`config.mk`:
```
export PLATFORM = sky130hd
export DESIGN_NAME = rv_instr_encoder
export DESIGN_NICKNAME = d
export VERILOG_FILES = /design/src/rtl/rv_enc_pkg.sv /design/src/rtl/rv_enc_fifo2.sv /design/src/rtl/rv_instr_encoder.sv
export SDC_FILE = /design/constraint.sdc
export NUM_CORES = 1
export LEC_CHECK = 0
export CAP_MARGIN = 20
export CORE_MARGIN = 4
export CORE_UTILIZATION = 50
export CTS_CLUSTER_DIAMETER = 150
export DETAILED_ROUTE_END_ITERATION = 16
export HOLD_SLACK_MARGIN = 0.1
export PLACE_DENSITY = 0.86
export SLEW_MARGIN = 40
export SYNTH_ARGS = -nofsm -noshare
export SYNTH_HDL_FRONTEND = slang
export SYNTH_SLANG_ARGS = --single-unit
```
`constraint.sdc`:
```
create_clock -name clk -period 1.9 [get_ports clk]
set_clock_uncertainty 0.1 [all_clocks]
set_input_delay 0.285 -clock clk [delete_from_list [all_inputs] [get_ports clk]]
set_output_delay 0.285 -clock clk [all_outputs]
set_load 0.05 [all_outputs]
```
`src/rtl/rv_enc_pkg.sv`:
```
// Shared constants and types for the RV32I instruction encoder.
// Opcodes, request formats, funct7 values and FSM states.
package rv_enc_pkg;

  localparam logic [6:0] OP_LOAD   = 7'b0000011;
  localparam logic [6:0] OP_STORE  = 7'b0100011;
  localparam logic [6:0] OP_BRANCH = 7'b1100011;
  localparam logic [6:0] OP_RTYPE  = 7'b0110011;

  localparam logic [6:0] F7_BASE = 7'b0000000;
  localparam logic [6:0] F7_ALT  = 7'b0100000;

  typedef enum logic [1:0] {
    FMT_LOAD   = 2'd0,
    FMT_STORE  = 2'd1,
    FMT_BRANCH = 2'd2,
    FMT_RTYPE  = 2'd3
  } fmt_e;

  typedef enum logic [1:0] {
    S_IDLE = 2'd0,
    S_RUN  = 2'd1,
    S_DONE = 2'd2
  } state_e;

endpackage

```
`src/rtl/rv_enc_fifo2.sv`:
```
// Two-entry valid/ready FIFO; the head is held in
// registers that drive the consumer directly.
module rv_enc_fifo2 #(
  parameter int W = 8,
  parameter logic [W-1:0] RST_VAL = '0
) (
  input  logic         clk,
  input  logic         reset,
  input  logic         flush_i,
  input  logic         in_valid_i,
  output logic         in_ready_o,
  input  logic [W-1:0] in_data_i,
  output logic         out_valid_o,
  input  logic         out_ready_i,
  output logic [W-1:0] out_data_o
);

  logic [1:0]   cnt_q;
  logic [W-1:0] head_q;
  logic [W-1:0] tail_q;
  logic         push;
  logic         pop;

  assign in_ready_o  = (cnt_q != 2'd2);
  assign out_valid_o = (cnt_q != 2'd0);
  assign out_data_o  = head_q;
  assign push = in_valid_i && in_ready_o;
  assign pop  = out_valid_o && out_ready_i;

  // Occupancy and storage update; flush restores the reset head.
  always_ff @(posedge clk) begin
    if (reset || flush_i) begin
      cnt_q  <= 2'd0;
      head_q <= RST_VAL;
      tail_q <= RST_VAL;
    end else begin
      case (cnt_q)
        2'd0: begin
          if (push) begin
            head_q <= in_data_i;
            cnt_q  <= 2'd1;
          end
        end
        2'd1: begin
          if (push && pop) begin
            head_q <= in_data_i;
          end else if (push) begin
            tail_q <= in_data_i;
            cnt_q  <= 2'd2;
          end else if (pop) begin
            cnt_q <= 2'd0;
          end
        end
        2'd2: begin
          if (pop) begin
            head_q <= tail_q;
            cnt_q  <= 2'd1;
          end
        end
        default: cnt_q <= 2'd0;
      endcase
    end
  end

endmodule

```
`src/rtl/rv_instr_encoder.sv`:
```
// Turns symbolic LOAD/STORE/BRANCH/R-type requests into
// RV32I words tagged with sequential byte addresses.
module rv_instr_encoder
  import rv_enc_pkg::*;
#(
  parameter int ADDR_W    = 10,
  parameter int BASE_ADDR = 0,
  parameter int MAX_WORDS = 256
) (
  input  logic              clk,
  input  logic              reset,
  input  logic              start,
  input  logic              req_valid,
  output logic              req_ready,
  input  logic [1:0]        req_fmt,
  input  logic [3:0]        req_funct,
  input  logic [4:0]        req_rd,
  input  logic [4:0]        req_rs1,
  input  logic [4:0]        req_rs2,
  input  logic [12:0]       req_imm,
  output logic              out_valid,
  input  logic              out_ready,
  output logic [31:0]       out_instr,
  output logic [ADDR_W-1:0] out_addr,
  output logic              done,
  output logic              err
);

  localparam int CW = $clog2(MAX_WORDS + 1);
  localparam logic [ADDR_W-1:0] BASE = ADDR_W'(BASE_ADDR);

  state_e            state_q;
  logic [CW-1:0]     count_q;
  logic [ADDR_W-1:0] addr_q;
  logic              err_q;
  logic              done_q;

  fmt_e        fmt;
  logic [2:0]  f3;
  logic [6:0]  f7;
  logic [31:0] instr;
  logic        bad;
  logic        hs;
  logic        push;
  logic        fifo_rdy;

  assign fmt = fmt_e'(req_fmt);
  assign f3  = req_funct[2:0];
  assign f7  = req_funct[3] ? F7_ALT : F7_BASE;

  // Field packing and malformed-request detection.
  always_comb begin
    instr = '0;
    bad   = 1'b0;
    unique case (fmt)
      FMT_LOAD: begin
        instr = {req_imm[11:0], req_rs1, f3,
                 req_rd, OP_LOAD};
        bad = req_imm[12] != req_imm[11];
      end
      FMT_STORE: begin
        instr = {req_imm[11:5], req_rs2, req_rs1,
                 f3, req_imm[4:0], OP_STORE};
        bad = req_imm[12] != req_imm[11];
      end
      FMT_BRANCH: begin
        instr = {req_imm[12], req_imm[10:5],
                 req_rs2, req_rs1, f3,
                 req_imm[4:1], req_imm[11],
                 OP_BRANCH};
        bad = req_imm[0];
      end
      FMT_RTYPE: begin
        instr = {f7, req_rs2, req_rs1, f3,
                 req_rd, OP_RTYPE};
        bad = req_funct[3] &&
              !(f3 == 3'b000 || f3 == 3'b101);
      end
    endcase
  end

  assign req_ready = (state_q == S_RUN) && fifo_rdy &&
                     (count_q < CW'(MAX_WORDS));
  // A start on the same edge discards the handshake.
  assign hs   = req_valid && req_ready && !start;
  assign push = hs && !bad;
  assign done = done_q;
  assign err  = err_q;

  // Sequencing FSM with address, count and status flags.
  always_ff @(posedge clk) begin
    if (reset) begin
      state_q <= S_IDLE;
      count_q <= '0;
      addr_q  <= BASE;
      err_q   <= 1'b0;
      done_q  <= 1'b0;
    end else if (start) begin
      state_q <= S_RUN;
      count_q <= '0;
      addr_q  <= BASE;
      err_q   <= 1'b0;
      done_q  <= 1'b0;
    end else begin
      if (hs && bad) err_q <= 1'b1;
      if (push) begin
        addr_q  <= addr_q + ADDR_W'(4);
        count_q <= count_q + CW'(1);
        if (count_q == CW'(MAX_WORDS - 1)) begin
          state_q <= S_DONE;
          done_q  <= 1'b1;
        end
      end
    end
  end

  rv_enc_fifo2 #(
    .W       (ADDR_W + 32),
    .RST_VAL ({BASE, 32'h0})
  ) u_fifo (
    .clk         (clk),
    .reset       (reset),
    .flush_i     (start),
    .in_valid_i  (push),
    .in_ready_o  (fifo_rdy),
    .in_data_i   ({addr_q, instr}),
    .out_valid_o (out_valid),
    .out_ready_i (out_ready),
    .out_data_o  ({out_addr, out_instr})
  );

endmodule

```
==> tab_implementation.tex, run 1 <==
\begin{tabular}{lr}
\hline
Metric & Value \\
\hline
\multicolumn{2}{l}{\textbf{Run status}} \\
\quad Failing checks & negative setup slack \\
\quad Result of the run & complete, but fails checks \\
\multicolumn{2}{l}{\textbf{Worst setup path}} \\
\quad Worst-path cell chain & clkdlybuf4s50\_1 -> inv\_1 -> o21ai\_4 -> o211ai\_1 -> a22oi\_2 -> buf\_6 -> buf\_12 -> mux2i\_2 \\
\quad Required time at the endpoint of the critical path & 2.10 ns \\
\quad Critical path type & primary input to flip-flop \\
\quad CP arrival & 2.21 ns \\
\quad Slowest cell on the critical path & sky130\_fd\_sc\_hd\_\_clkdlybuf4s50\_1 \\
\quad Critical Path End Type & flip-flop \\
\quad Peak per-stage delay on the critical path & 0.54 ns \\
\quad Startpoint class of the critical path & primary input \\
\quad Largest driver fanout on the critical path & 18 \\
\multicolumn{2}{l}{\textbf{Global route}} \\
\quad Maximum number of pins on one net before global-route repair & 48 \\
\quad Number of antenna violations at the first check in global routing & 0 \\
\quad Global-route wire length before repair & 20.70 mm \\
\quad Via count of the first global-routing pass & 4389 \\
\quad Global routing usage summed across all routing layers & 0.2253 \\
\quad Grt ovf & 0 \\
\multicolumn{2}{l}{\textbf{Finish}} \\
\quad Post-route non-filler standard cell count & 809 \\
\quad Fin nets & 717 \\
\quad Area added between synthesis and finish & 33.63\% \\
\quad FF/Latch Area & 1928 µm² \\
\quad Number of fillers in the final layout & 707 \\
\quad Final cell area excluding filler cells & 6399 µm² \\
\quad Share of final-layout standard cells stronger than drive strength 1 & 0.2235 \\
\quad Area of the multi-input gates & 2725 µm² \\
\quad Count of inserted antenna diode cells & 0 \\
\multicolumn{2}{l}{\textbf{Routing}} \\
\quad Via count of the routed design & 4484 \\
\quad Post-detailed-route via-to-cell ratio & 5.543 \\
\quad Initial DRC count & 324 \\
\quad Routed wire per std cell & 16.23 µm \\
\quad Number of nets still failing antenna checks after routing & 0 \\
\quad First-pass iteration count of the detailed router & 5 \\
\quad Sum of routed wire length over all layers & 13.13 mm \\
\quad DRC violation count after routing & 0 \\
\multicolumn{2}{l}{\textbf{STA}} \\
\quad Endpoints failing setup & 35 \\
\quad Slew margin rel. & 0.6492 \\
\quad Unrepaired setup endpoints after global routing & true \\
\quad Final slew viol count & 0 \\
\quad Minimum period implied by the final worst setup slack & 2.004 ns \\
\quad Final worst-path setup slack & -0.1038 ns \\
\quad Worst slew pin tran & 0.5284 ns \\
\quad Post-route clock period utilization & 1.055 \\
\quad Hold Violations, Final & 0 \\
\quad Maximum clock frequency & 499.0 MHz \\
\multicolumn{2}{l}{\textbf{Power and ir drop}} \\
\quad Maximum vdd drop & 0.4281 mV \\
\quad Power density over the cells & 614.0 nW/µm² \\
\quad Static leakage & 2.792 nW \\
\multicolumn{2}{l}{\textbf{CTS}} \\
\quad Hold bufs inserted after CTS & 0 \\
\quad Buffer levels on the longest clock path & 2 \\
\quad Number of buffers added by the clock tree synthesis step & 9 \\
\quad Clock tree from TritonCTS & built \\
\quad Clock insertion delay at the later pin of the skew report & 0.37 ns \\
\quad H-Tree Depth & 3 \\
\quad CTS clk-pin slew, worst paths & 0.11 ns \\
\quad Cell at the root of the clock tree & sky130\_fd\_sc\_hd\_\_clkbuf\_8 \\
\quad Clock sinks & 96 \\
\multicolumn{2}{l}{\textbf{Synth}} \\
\quad Biggest area contributors in the synthesized netlist & sky130\_fd\_sc\_hd\_\_dfxtp\_1 (40\%), sky130\_fd\_sc\_hd\_\_mux2i\_1 (16\%), sky130\_fd\_sc\_hd\_\_nand2\_1 (14\%) \\
\quad Number of enable-type register cells in the synthesized netlist & 0 \\
\quad Post-synthesis compound-gate area fraction & 0.1367 \\
\quad Combined area of all synthesized cells & 4788 µm² \\
\quad Synthesized instance count & 565 \\
\quad Synth Area per Inst & 8.475 µm² \\
\quad Synthesized-area fraction occupied by and/or/nand/nor cells & 0.2276 \\
\quad Async set-or-reset flop fraction in the synthesized netlist & 0 \\
\quad Cell accounting for the most synthesized area & sky130\_fd\_sc\_hd\_\_dfxtp\_1 \\
\quad Largest family of logic cells by synthesized area & simple AND/OR/NAND/NOR gates \\
\quad Xor/xnor share of the synthesized area & 0.005487 \\
\quad Post-synthesis mux area share & 0.1591 \\
\quad Main flop type after synthesis & sky130\_fd\_sc\_hd\_\_dfxtp\_1 \\
\quad Fraction of the mapped netlist area in adder cells & 0.007839 \\
\quad Number of unique standard cell types used by synthesis & 50 \\
\quad Synthesis warning total & 0 \\
\quad Flip-flop and latch count after synthesis & 96 \\
\quad Top cell type's share of synthesized area & 0.4014 \\
\quad Sequential cell area fraction in the yosys report & 0.4014 \\
\multicolumn{2}{l}{\textbf{Floorplan}} \\
\quad Starting density of the core & 0.5158 \\
\quad Row Count & 35 \\
\quad Die height & 105.9 µm \\
\quad Floorplan core area & 9284 µm² \\
\quad Ports & 85 \\
\quad Width of the die & 105.9 µm \\
\quad Die Outline Area & 11210 µm² \\
\multicolumn{2}{l}{\textbf{Placement}} \\
\quad DP HPWL & 8.757 mm \\
\quad Placement-stage worst setup slack & -0.4174 ns \\
\quad Placement-stage cell area & 6060 µm² \\
\quad I/O Buffers & 80 \\
\quad Global placer's final weighted congestion & 0.8617 \\
\quad Cell Count Post-Placement & 789 \\
\multicolumn{2}{l}{\textbf{Run}} \\
\quad Number of max-cap violations & 0 \\
\multicolumn{2}{l}{\textbf{Hold path}} \\
\quad Path type of the worst min-delay path & primary input to flip-flop \\
\hline
\end{tabular}
## repair_timing
action	in CTS	in global routing
setup endpoints to repair	62	46
resized for setup	37	22
setup buffers	1	1
cloned	1	1
hold endpoints to repair	0	0
pin swaps	7	6
## power by group
group / switching, mW / leakage [nW] / internal [mW]
sequential: 0.00611 / 0.776 / 2.02
clock: 0.787 / 0.0901 / 0.501
combinational: 0.330 / 1.93 / 0.284
total: 1.12 / 2.79 / 2.81
## per-layer routing
metal  global-route usage  routed length, µm  up-vias  part of all wire
met5                    0                  0        -                 0
met3              0.04593                785       32             0.060
met1               0.2755               5379     2094              0.41
met4              0.06383                328        0             0.025
met2               0.3998               6636      187              0.51
li1                     -                  -     2171                 -
## critical path: cells and delay by family
kind                   cells  cell delay, ns
multiplexers               1            0.22
AO/OA/AOI/OAI              3            0.68
buffers and inverters      4            1.02
## stage by stage
step | setup TNS, ns | hold WS, ns | utilization | power, mW
finish | -1.662 | 0.2717 | 0.6892 | 3.929
global route | -2.762 | 0.2999 | 0.6892 | 4.070
CTS | 0 | 0.2558 | 0.6753 | 3.918
detailed placement | -29.33 | 0.3463 | 0.6527 | 2.645
global placement | -25.46 | 0.3401 | 0.6527 | 2.629
floorplan | 0 | 0.2541 | - | 2.383
## sequential cells by signal, indices dropped and copies added (netlist names)
signal	flops
addr_q	8
count_q	9
done	1
err	1
state_q	1
u_fifo.cnt_q	2
u_fifo.out_data_o	37
u_fifo.tail_q	37
## cell families (layout without fill, tap and decap cells)
group                      count (synthesis)  in the layout
other                                      1              4
xor gates and xnor gates                   3              3
adders and majority gates                  3              3
muxes                                     76             76
DFF                                       96             96
and+or+nand+nor                          246            246
buffers and inverters                     56            168
AOI/OAI and AO/OA                         84             84
## area by class of cell
type	instances	area share
multi-input combinational	416	0.4259
clock inverter	7	0.009386
clock buffer	9	0.01936
tap	129	0.02522
timing repair buffer	146	0.2153
sequential	96	0.3013
inverter	6	0.003520
## placed cells by master (no fill, tap or decap), drive strengths merged, types with 3 or more instances in the layout
master         Yosys  routed
a211oi            13      13
a21oi             14      14
a31oi             16      16
buf               25      81
clkbuf            25      10
clkdlybuf4s50      0      35
conb               1       4
dfxtp             96      96
dlygate4sd2        0      29
ha                 3       3
inv                6      10
mux2i             75      75
nand2            181     181
nand3             20      20
nand4              7       7
nor2               9       9
o211ai            13      13
o21ai             12      12
o31ai              7       7
or2                3       3
or3                7       7
or4                6       6
## Yosys cell counts (7+ instances only)
cell                       number
sky130_fd_sc_hd__a211oi_2      11
sky130_fd_sc_hd__a21oi_1       14
sky130_fd_sc_hd__a31oi_1       16
sky130_fd_sc_hd__buf_2         12
sky130_fd_sc_hd__clkbuf_1      25
sky130_fd_sc_hd__dfxtp_1       96
sky130_fd_sc_hd__mux2i_1       75
sky130_fd_sc_hd__nand2_1      181
sky130_fd_sc_hd__nand3_1       19
sky130_fd_sc_hd__nand4_1        7
sky130_fd_sc_hd__nor2_1         8
sky130_fd_sc_hd__o211ai_1      13
sky130_fd_sc_hd__o31ai_1        7
sky130_fd_sc_hd__or3_1          7
## final timing paths
kind                         start                     to  slack (ns)  cells past startpoint
setup / recovery        req_imm[0]  u_fifo.out_data_o[17]       -0.10                      8
hold / removal        req_funct[2]      u_fifo.tail_q[14]        0.27                      3
hold reg to reg   u_fifo.tail_q[7]       u_fifo.tail_q[7]        0.36                      2
setup reg to reg              done  u_fifo.out_data_o[22]       -0.07                      7
Note: power is estimated with default switching activity, not from simulation.
==> run 2, diff against run 1 <==
CORE_MARGIN = 5   (was 4)
==> tab_implementation.tex, run 2 (synthesis gave the netlist of run 1 again) <==
\begin{tabular}{lr}
\hline
Metric & Value \\
\hline
\multicolumn{2}{l}{\textbf{Run status}} \\
\quad Result of the run & finished, final reports clean \\
\multicolumn{2}{l}{\textbf{STA}} \\
\quad Endpoints failing setup & 0 \\
\quad Maximum clock frequency & 534.0 MHz \\
\quad Post-route clock period utilization & 0.9856 \\
\quad Aggregate negative setup slack & 0 ns \\
\quad Minimum period implied by the final worst setup slack & 1.873 ns \\
\quad Unrepaired setup endpoints after global routing & true \\
\quad Final slew viol count & 0 \\
\quad Worst slew pin tran & 0.5139 ns \\
\quad Min Hold Slack & 0.2546 ns \\
\quad Slew margin rel. & 0.6569 \\
\quad Hold Violations, Final & 0 \\
\multicolumn{2}{l}{\textbf{Finish}} \\
\quad Share of final-layout standard cells stronger than drive strength 1 & 0.2261 \\
\quad Final cell area excluding filler cells & 6523 µm² \\
\quad Most frequent standard cell in the layout excluding fill and tap cells & sky130\_fd\_sc\_hd\_\_nand2\_1 \\
\quad Post-layout utilization of the core & 0.7026 \\
\quad Fin nets & 728 \\
\quad Area added between synthesis and finish & 36.22\% \\
\quad Number of fillers in the final layout & 679 \\
\quad Post-route non-filler standard cell count & 819 \\
\quad Most frequent cells in the layout & sky130\_fd\_sc\_hd\_\_nand2\_1 (180), sky130\_fd\_sc\_hd\_\_dfxtp\_1 (92), sky130\_fd\_sc\_hd\_\_mux2i\_1 (72), sky130\_fd\_sc\_hd\_\_buf\_4 (71), sky130\_fd\_sc\_hd\_\_clkdlybuf4s50\_1 (30) \\
\quad Count of inserted antenna diode cells & 0 \\
\multicolumn{2}{l}{\textbf{Floorplan}} \\
\quad Die height & 107.9 µm \\
\quad Row Count & 35 \\
\quad Starting density of the core & 0.5158 \\
\quad Ports & 85 \\
\quad Die Outline Area & 11630 µm² \\
\quad Floorplan core area & 9284 µm² \\
\quad Width of the die & 107.9 µm \\
\multicolumn{2}{l}{\textbf{Worst setup path}} \\
\quad Worst Reg-to-Reg Cells & 5 \\
\quad Reg2Reg Setup Slack & 0.03 ns \\
\quad Critical Path Sink & addr\_q[5] \\
\quad Critical path type & flip-flop to flip-flop \\
\quad WP depth & 5 \\
\quad Beginning of the critical path & count\_q[8] \\
\quad Peak per-stage delay on the critical path & 0.48 ns \\
\quad Required time at the endpoint of the critical path & 2.10 ns \\
\quad Slowest cell on the critical path & sky130\_fd\_sc\_hd\_\_or4\_1 \\
\quad Critical Path End Type & flip-flop \\
\quad Startpoint class of the critical path & flip-flop \\
\quad CP arrival & 2.07 ns \\
\quad Worst-path cell chain & nor4b\_4 -> nand3\_4 -> buf\_6 -> or4\_1 -> a21oi\_1 \\
\quad Count of buffering cells on the critical path with inverters included & 1 \\
\quad Largest driver fanout on the critical path & 7 \\
\quad RR Startpoint & count\_q[8] \\
\quad Crit-path leading delay family & simple AND/OR/NAND/NOR gates \\
\quad R2r endpoint & addr\_q[5] \\
\multicolumn{2}{l}{\textbf{Routing}} \\
\quad Sum of routed wire length over all layers & 14.47 mm \\
\quad Via count of the routed design & 4747 \\
\quad Routed wire per std cell & 17.67 µm \\
\quad First-pass iteration count of the detailed router & 5 \\
\quad Post-detailed-route via-to-cell ratio & 5.796 \\
\quad DRC violation count after routing & 0 \\
\quad Initial DRC count & 526 \\
\quad Number of nets still failing antenna checks after routing & 0 \\
\multicolumn{2}{l}{\textbf{CTS}} \\
\quad Clock insertion delay at the later pin of the skew report & 0.37 ns \\
\quad Cell at the root of the clock tree & sky130\_fd\_sc\_hd\_\_clkbuf\_8 \\
\quad Buffer levels on the longest clock path & 2 \\
\quad Hold bufs inserted after CTS & 0 \\
\quad Clock sinks & 96 \\
\quad Clock tree from TritonCTS & built \\
\quad Number of buffers added by the clock tree synthesis step & 9 \\
\quad H-Tree Depth & 3 \\
\quad CTS clk-pin slew, worst paths & 0.10 ns \\
\multicolumn{2}{l}{\textbf{Hold path}} \\
\quad Path type of the worst min-delay path & primary input to flip-flop \\
\multicolumn{2}{l}{\textbf{Global route}} \\
\quad Global-route wire length before repair & 20.80 mm \\
\quad Fraction of met3 tracks used by global routing & 0.03779 \\
\quad Number of antenna violations at the first check in global routing & 0 \\
\quad Maximum number of pins on one net before global-route repair & 48 \\
\quad Peak-usage layer in the global routing report & met2 \\
\quad Via count of the first global-routing pass & 4350 \\
\quad Global routing usage summed across all routing layers & 0.2215 \\
\quad Grt ovf & 0 \\
\quad Met2 track demand over resource in global routing & 0.3925 \\
\quad Met1 usage in global routing & 0.2709 \\
\multicolumn{2}{l}{\textbf{Power and ir drop}} \\
\quad Static leakage & 2.917 nW \\
\quad Maximum vdd drop & 0.3493 mV \\
\quad Power density over the cells & 621.4 nW/µm² \\
\multicolumn{2}{l}{\textbf{Placement}} \\
\quad DP HPWL & 9.177 mm \\
\quad Global placer's final weighted congestion & 0.8149 \\
\quad Placement-stage cell area & 6087 µm² \\
\quad I/O Buffers & 80 \\
\quad Cell Count Post-Placement & 791 \\
\multicolumn{2}{l}{\textbf{Run}} \\
\quad Number of max-cap violations & 0 \\
\hline
\end{tabular}
-- run 2: worst min-delay path by stage --
stage	slack (ns)	depth (start not counted)	endpoint	from
2_1_floorplan	0.25	1	state_q[0]	reset
5_1_grt	0.27	3	u_fifo.tail_q[4]	req_fmt[0]
4_1_cts	0.35	2	u_fifo.tail_q[7]	u_fifo.tail_q[7]
6_report	0.25	3	u_fifo.tail_q[4]	req_fmt[0]
3_3_place_gp	0.34	2	u_fifo.tail_q[7]	u_fifo.tail_q[7]
3_5_place_dp	0.34	2	u_fifo.tail_q[7]	u_fifo.tail_q[7]
-- run 2: power by group --
group | internal [mW] | switching [mW]
clock network | 0.623 | 0.761
logic | 0.302 | 0.343
registers | 2.02 | 0.00655
-- run 2: final cells by class --
class                   count  area, µm²  share of cell area
inverters                   6      22.52            0.003453
well taps                 129      161.4             0.02475
multi-input cells         417       2695              0.4132
flip-flops and latches     96       1929              0.2958
clock buffers               9      123.9             0.01899
clock inverters             6      73.82             0.01132
repair buffers            156       1516              0.2325
-- run 2: layer usage --
| metal | share of wire | up-vias | routed length (µm) |
|---|---|---|---|
| met2 | 0.51 | 212 | 7387 |
| met1 | 0.40 | 2289 | 5805 |
| met4 | 0.029 | 0 | 417 |
| li1 | - | 2187 | - |
| met3 | 0.059 | 59 | 858 |
| met5 | 0 | - | 0 |
-- run 2: tightest hold or removal path: stages --
cell,delay [ns]
sky130_fd_sc_hd__dlymetal6s2s_1,0.21
sky130_fd_sc_hd__nand3_1,0.12
sky130_fd_sc_hd__mux2i_1,0.07
-- run 2: what timing repair did --
item	in CTS	in global routing
pin swaps	0	10
cloned	1	5
endpoints found under the setup margin	42	55
resized for setup	31	29
buffers inserted	1	6
-- run 2: stage by stage --
| step | worst slack [ns] | power (mW) |
|---|---|---|
| floorplan | 0.07602 | 2.383 |
| global placement | -0.3450 | 2.636 |
| finish | 0.02745 | 4.053 |
| CTS | -0.02643 | 4.002 |
| global route | -0.03147 | 4.170 |
| detailed placement | -0.4242 | 2.653 |
